===== config.mk =====
export PLATFORM = sky130hd
export DESIGN_NAME = uart_rx_ctrl
export DESIGN_NICKNAME = d
export VERILOG_FILES = /design/src/rtl/uart_rx_ctrl.sv
export SDC_FILE = /design/constraint.sdc
export NUM_CORES = 1
export LEC_CHECK = 0
export CAP_MARGIN = 10
export CORE_UTILIZATION = 49
export CTS_BUF_LIST = sky130_fd_sc_hd__clkbuf_4
export CTS_CLUSTER_DIAMETER = 40
export CTS_CLUSTER_SIZE = 14
export DETAILED_ROUTE_END_ITERATION = 7
export PLACE_DENSITY_LB_ADDON = 0.1
export SKIP_CTS_REPAIR_TIMING = 1
export SLEW_MARGIN = 20
export SYNTH_ARGS = -nofsm -noshare
export SYNTH_HDL_FRONTEND = slang
export SYNTH_SLANG_ARGS = --single-unit

===== constraint.sdc =====
create_clock -name clk -period 4 [get_ports clk]
set_input_delay 0.6 -clock clk [delete_from_list [all_inputs] [get_ports clk]]
set_output_delay 0.6 -clock clk [all_outputs]
set_load 0.05 [all_outputs]

===== src/rtl/uart_rx_ctrl.sv =====
// uart_rx_ctrl: UART receive controller that samples the line and feeds an external SIPO register
module uart_rx_ctrl #(
    parameter int DATA_WIDTH   = 8,
    parameter int CLKS_PER_BIT = 16
) (
    input  logic                  clk,
    input  logic                  reset,
    input  logic                  rx,
    output logic                  shift_en,
    output logic                  serial_out,
    input  logic [DATA_WIDTH-1:0] parallel_in,
    output logic [DATA_WIDTH-1:0] data_out,
    output logic                  data_valid,
    output logic                  frame_err,
    output logic                  busy
);
    localparam int CW = $clog2(CLKS_PER_BIT);
    localparam int IW = $clog2(DATA_WIDTH);
    localparam logic [2:0] IDLE      = 3'd0;
    localparam logic [2:0] START     = 3'd1;
    localparam logic [2:0] DATA      = 3'd2;
    localparam logic [2:0] STOP      = 3'd3;
    localparam logic [2:0] WAIT_IDLE = 3'd4;
    localparam logic [CW-1:0] HALF     = CW'(CLKS_PER_BIT / 2 - 1);
    localparam logic [CW-1:0] LAST     = CW'(CLKS_PER_BIT - 1);
    localparam logic [IW-1:0] LAST_IDX = IW'(DATA_WIDTH - 1);

    logic          rx_m, rx_s;
    logic [2:0]    state, state_n;
    logic [CW-1:0] cnt, cnt_n;
    logic [IW-1:0] idx, idx_n;
    logic          last_bit;
    logic          half_hit, bit_hit;
    logic          valid_n, err_n;

    assign half_hit   = cnt == HALF;
    assign bit_hit    = cnt == LAST;
    assign busy       = state != IDLE;
    assign shift_en   = (state == DATA) && bit_hit;
    assign serial_out = shift_en ? rx_s : last_bit;
    assign valid_n    = (state == STOP) && bit_hit && rx_s;
    assign err_n      = (state == STOP) && bit_hit && !rx_s;

    // two-flop synchronizer on the asynchronous line, idle-high out of reset
    always_ff @(posedge clk or posedge reset)
        if (reset) {rx_m, rx_s} <= 2'b11;
        else {rx_m, rx_s} <= {rx, rx_m};

    // next-state, sample counter and bit index; samples land mid-bit after the half-bit start check
    always_comb begin
        state_n = state;
        cnt_n   = cnt + CW'(1);
        idx_n   = idx;
        case (state)
            IDLE: begin
                cnt_n = '0;
                if (!rx_s) state_n = START;
            end
            START:
                if (half_hit) begin
                    cnt_n   = '0;
                    idx_n   = '0;
                    state_n = rx_s ? IDLE : DATA;
                end
            DATA:
                if (bit_hit) begin
                    cnt_n = '0;
                    idx_n = idx + IW'(1);
                    if (idx == LAST_IDX) begin
                        idx_n   = '0;
                        state_n = STOP;
                    end
                end
            STOP:
                if (bit_hit) begin
                    cnt_n   = '0;
                    state_n = rx_s ? IDLE : WAIT_IDLE;
                end
            WAIT_IDLE: begin
                cnt_n = '0;
                if (rx_s) state_n = IDLE;
            end
            default: begin
                state_n = IDLE;
                cnt_n   = '0;
                idx_n   = '0;
            end
        endcase
    end

    // FSM state, counter and index registers
    always_ff @(posedge clk or posedge reset)
        if (reset) begin
            state <= IDLE;
            cnt   <= '0;
            idx   <= '0;
        end else begin
            state <= state_n;
            cnt   <= cnt_n;
            idx   <= idx_n;
        end

    // result capture: word latch, status pulses, and held copy of the last sampled bit
    always_ff @(posedge clk or posedge reset)
        if (reset) begin
            data_out   <= '0;
            data_valid <= 1'b0;
            frame_err  <= 1'b0;
            last_bit   <= 1'b0;
        end else begin
            data_valid <= valid_n;
            frame_err  <= err_n;
            if (valid_n) data_out <= parallel_in;
            if (shift_en) last_bit <= rx_s;
        end
endmodule


==> metrics.yaml, run 1 <==
timing:
  fin_tns_setup_ns: 0
  clock_skew_ns: 0.00376
  finalHoldViolations: 0
  setup_viol: 0
  slew_headroom_pct: 41.8
  finalCritPeriodShare_pct: 77.2
  slew_viol_final: 0
  max_freq_ghz: 0.324
  setup_slack_ns: 0.913
  tightest_slew_ns: 0.873
  period_minus_slack_ns: 3.09
  rsz0062_at_grt: "false"
cts:
  clk_latency_ns: 0.31
  htree_num_levels: 1
  clkTransAtPathRegs_ns: 0.12
  root_buffer: "clkbuf_4"
  clock_sinks: 23
  cts_tree: "yes"
  clock_path_buffers: 2
  cts_inserted_buffers: 3
finish:
  area_growth_pct: 28.8
  layout.nets: 115
  layout.cells.non_filler: 125
  fillers: 138
  diodes: 0
  final_layout_size_suffix_gt1_share_pct: 18.0
critical_path:
  critPathCaptureType: "output port"
  start_kind: "flop"
  cp_max_fo: 11
  path_class: "reg2out"
  r2r_cells: 5
  critPathRequiredTime_ns: 3.40
  crit_arrival_ns: 2.49
routing:
  viasPerCell: 5.10
  wirelength_mm: 1.69
  wl_met2_um: 782
  met1_length_um: 759
  drc: 0
  wl_per_cell_um: 13.5
  drtPass1Iterations: 4
  route.met3.wl_um: 104
  postRouteAntennaNets: 0
  vias: 637
  drt_iter0_drc: 4
  top_layer_used: "met4"
synthesis:
  ys.flop_type: "dfrtp_1"
  ys_seq_elements: 23
  syn_nets: 89
  ys_warn_count: 0
  synth_top_area_share_pct: 54.2
  netlist_area_um2: 970
  syn_area_per_cell_um2: 12.9
  netlist_instances: 75
  synthDistinctLibCells: 25
  ys_top_cells_by_area: "dfrtp_1 (54%), mux2_2 (10%), dfstp_2 (5.4%), ha_1 (3.9%), nor2_1 (2.7%)"
  synth_area_leader_cell: "dfrtp_1"
  synth_most_common_cell: "dfrtp_1"
  synth_edf_count: 0
  async_reset_ff_share_pct: 100
  yosysSeqAreaShare_pct: 59.6
  synth_commonest_cells: "dfrtp_1 (21), mux2_2 (9), nor2_1 (7)"
die:
  dieArea_um2: 2160
  pin_count: 24
  rows: 15
  coreArea_um2: 1780
  fp.dieH_um: 46.5
  die_x_um: 46.5
  start_util_pct: 54.4
grt:
  grt_first_pass_wirelength_mm: 2.66
  grt_pass1_vias: 579
  grt-ovfl-total: 0
  grt_antenna_before_repair: 0
  gr-usage-all-layers_pct: 18.6
  grt_max_degree: 24
run:
  max-cap-violations: 0
min_path:
  min_path_cells: 0
  hp-class: "reg2reg"
pwr:
  irDropWorstVdd_uv: 432
  leakagePower_nw: 0.549
  pwr_density_cell_nw_per_um2: 604
placement:
  preCtsSetupSlack_ns: 1.27
  portBuffers: 23
  globalplace.congestion: 0.862
  place_inst: 121
  hpwl_mm: 1.22
run_status:
  status: "finished clean"
-- cell type report --
cell class	instances	area, um^2	area share, %
Timing Repair Buffer	23	230	18.4
Inverter	3	11.3	0.902
Sequential cell	23	578	46.3
Clock buffer	4	30.0	2.40
Tap cell	25	31.3	2.51
Multi-Input combinational cell	47	368	29.5
-- power by group --
part / internal, mW / switching, mW / leakage [nW]
Combinational: 0.132 / 0.172 / 0.253
Sequential: 0.292 / 0.0463 / 0.278
Clock: 0.0457 / 0.0655 / 0.0184
-- per-layer routing --
metal  vias up  GRT usage, %
met3         4          4.31
li1        310             -
met2        24          24.4
met4         0          12.9
met5         -             0
met1       299          26.6
-- final timing paths --
check | startpoint | to | slack, ns
setup / recovery | state[2] | serial_out | 0.91
hold / removal | rx_m | rx_s | 0.37
setup reg to reg | cnt[0] | data_out[7] | 2.35
hold reg to reg | rx_m | rx_s | 0.37
max in group asynchronous | reset | last_bit | 2.70
min in group asynchronous | reset | data_out[2] | 0.77
-- placed cells by master (no fill, tap or decap) --
cell,instances
nand2b_1,1
a311o_1,1
dfrtp_1,21
a22o_1,3
mux2_4,1
or3_1,3
nand3b_1,1
dfstp_2,2
nor3b_1,2
clkbuf_4,4
nor3_1,2
inv_1,3
nor2_4,1
nand2_1,1
xor2_1,1
nand2_2,1
ha_1,3
nor2_1,7
a21oi_1,4
nand4b_1,1
xnor2_1,2
nand3_1,2
mux2_2,9
clkdlybuf4s50_1,23
o211ai_1,1
-- logic make-up after synthesis --
| group | count (synthesis) | share of synthesized area, % |
|---|---|---|
| flip-flops | 23 | 59.6 |
| AND/OR/NAND/NOR | 22 | 12.8 |
| XOR/XNOR | 3 | 2.71 |
| buffers and inverters | 5 | 2.45 |
| multiplexers | 10 | 12.0 |
| AO/OA/AOI/OAI | 9 | 6.58 |
| adder cells (fa/ha/maj) | 3 | 3.87 |
-- worst max-delay path, stage by stage (launching register included) --
cell and delay, ns:
dfrtp_1 0.51, or3_1 0.46, nor2_4 0.15, mux2_2 0.36, clkdlybuf4s50_1 0.70
-- per-stage QoR --
step / util [%] / power (mW) / hold slack, ns / instance area, um^2
after floorplan: - / 0.557 / 0.345 / 970
after global placement: 68.4 / 0.643 / 0.346 / 1220
after detailed placement: 68.4 / 0.650 / 0.351 / 1220
after CTS: 70.0 / 0.764 / 0.369 / 1250
after global routing: 70.0 / 0.806 / 0.373 / 1250
final: 70.0 / 0.755 / 0.367 / 1250
-- sequential cells by signal, indices dropped and copies added, names as in the netlist --
register    cells
state           3
idx             3
rx_m            1
data_out        8
frame_err       1
last_bit        1
cnt             4
data_valid      1
rx_s            1
Note: power is estimated with default switching activity, not from simulation.
==> run 2: changes to the inputs <==
Clock period 4 ns to 3.1 ns, I/O delays scaled along.
==> run 2 against run 1 <==
Against the previous run: count of clock-buffer cells in the layout unchanged; critical endpoint unchanged; via count down 0.94%; power up 29%; wire length down 0.53%.
==> metrics.yaml, run 2 (synthesized netlist as in run 1, its figures left out) <==
routing:
  wl_met2_um: 793
  drt_iter0_drc: 6
  wl_per_cell_um: 13.4
  drtPass1Iterations: 4
  drc: 0
  vias: 631
  route.met3.wl_um: 79
  met1_length_um: 765
  wirelength_mm: 1.68
  viasPerCell: 5.05
  top_layer_used: "met4"
  postRouteAntennaNets: 0
grt:
  grt-ovfl-total: 0
  grt_pass1_vias: 594
  grt_first_pass_wirelength_mm: 2.70
  grt_max_degree: 24
  grt_antenna_before_repair: 0
  gr-usage-all-layers_pct: 18.9
critical_path:
  start_kind: "flop"
  crit_arrival_ns: 2.47
  critPathCaptureType: "output port"
  worst-r2r-setup-slack_ns: 1.47
  critPathRequiredTime_ns: 2.63
  cp_max_fo: 11
  path_class: "reg2out"
timing:
  setup_slack_ns: 0.164
  clock_skew_ns: 0.00458
  slew_headroom_pct: 41.8
  fin_tns_setup_ns: 0
  finalHoldViolations: 0
  finalCritPeriodShare_pct: 94.7
  tightest_slew_ns: 0.872
  setup_viol: 0
  period_minus_slack_ns: 2.94
  max_freq_ghz: 0.341
  rsz0062_at_grt: "false"
  slew_viol_final: 0
finish:
  final_common_cell: "clkdlybuf4s50_1"
  layout.nets: 115
  top_regs: "data_out: 8 flops, cnt: 4 flops"
  fin_area_um2: 1250
  final_layout_size_suffix_gt1_share_pct: 18.0
  diodes: 0
  final_cell_mix: "clkdlybuf4s50_1 (23), dfrtp_1 (21), mux2_2 (9)"
  area_growth_pct: 28.8
  largest_reg_flops: 8
  top_register: "data_out"
placement:
  globalplace.congestion: 0.861
  hpwl_mm: 1.23
  preCtsSetupSlack_ns: 0.508
  placed_area_um2: 1220
  portBuffers: 23
run_status:
  status: "finished clean"
cts:
  clock_path_buffers: 2
  root_buffer: "clkbuf_4"
  clk_latency_ns: 0.31
  cts_tree: "yes"
  cts_inserted_buffers: 3
  clock_sinks: 23
  htree_num_levels: 1
  clkTransAtPathRegs_ns: 0.12
pwr:
  irDropWorstVdd_uv: 552
  finalPower_mw: 0.973
  pwr_density_cell_nw_per_um2: 779
  leakagePower_nw: 0.549
die:
  coreArea_um2: 1780
  dieArea_um2: 2160
  fp.dieH_um: 46.5
  rows: 15
  pin_count: 24
  die_x_um: 46.5
  start_util_pct: 54.4
run:
  max-cap-violations: 0
min_path:
  hp-class: "reg2reg"
run 2: path summary, 6_finish.rpt:
path,from,to,cells after the start
worst max-delay path,state[2],serial_out,4
worst min-delay path,rx_m,rx_s,0
max in group asynchronous,reset,last_bit,2
worst max register to register,cnt[0],data_out[7],5
worst min register to register,rx_m,rx_s,0
min in group asynchronous,reset,data_out[2],2
run 2: stage by stage:
step           instances  utilization, %  hold slack, ns
2_1_floorplan         75               -           0.345
3_3_place_gp         121            68.4           0.346
3_5_place_dp         121            68.4           0.351
4_1_cts              125            70.0           0.369
5_1_grt              125            70.0           0.373
6_report             125            70.0           0.367
run 2: cell type report:
class                           instances  area (um^2)
Multi-Input combinational cell         47          368
Sequential cell                        23          578
Fill cell                             140          534
Clock buffer                            4         30.0
Inverter                                3         11.3
Tap cell                               25         31.3
Timing Repair Buffer                   23          230
run 2: worst max-delay path: stages (launching register included):
cell and delay, ns:
dfrtp_1 0.50, or3_1 0.46, nor2_4 0.15, mux2_2 0.36, clkdlybuf4s50_1 0.70
run 2: metal layers:
metal / vias to the layer above / global-route usage [%]
met3: 4 / 3.53
met1: 297 / 27.4
met4: 0 / 12.4
li1: 311 / -
met2: 19 / 25.3
met5: - / 0
run 2: where the power goes:
part | switching (mW) | internal [mW] | total (mW) | leakage [nW]
Combinational | 0.222 | 0.171 | 0.393 | 0.253
Clock | 0.0849 | 0.0590 | 0.144 | 0.0184
Sequential | 0.0592 | 0.377 | 0.437 | 0.278
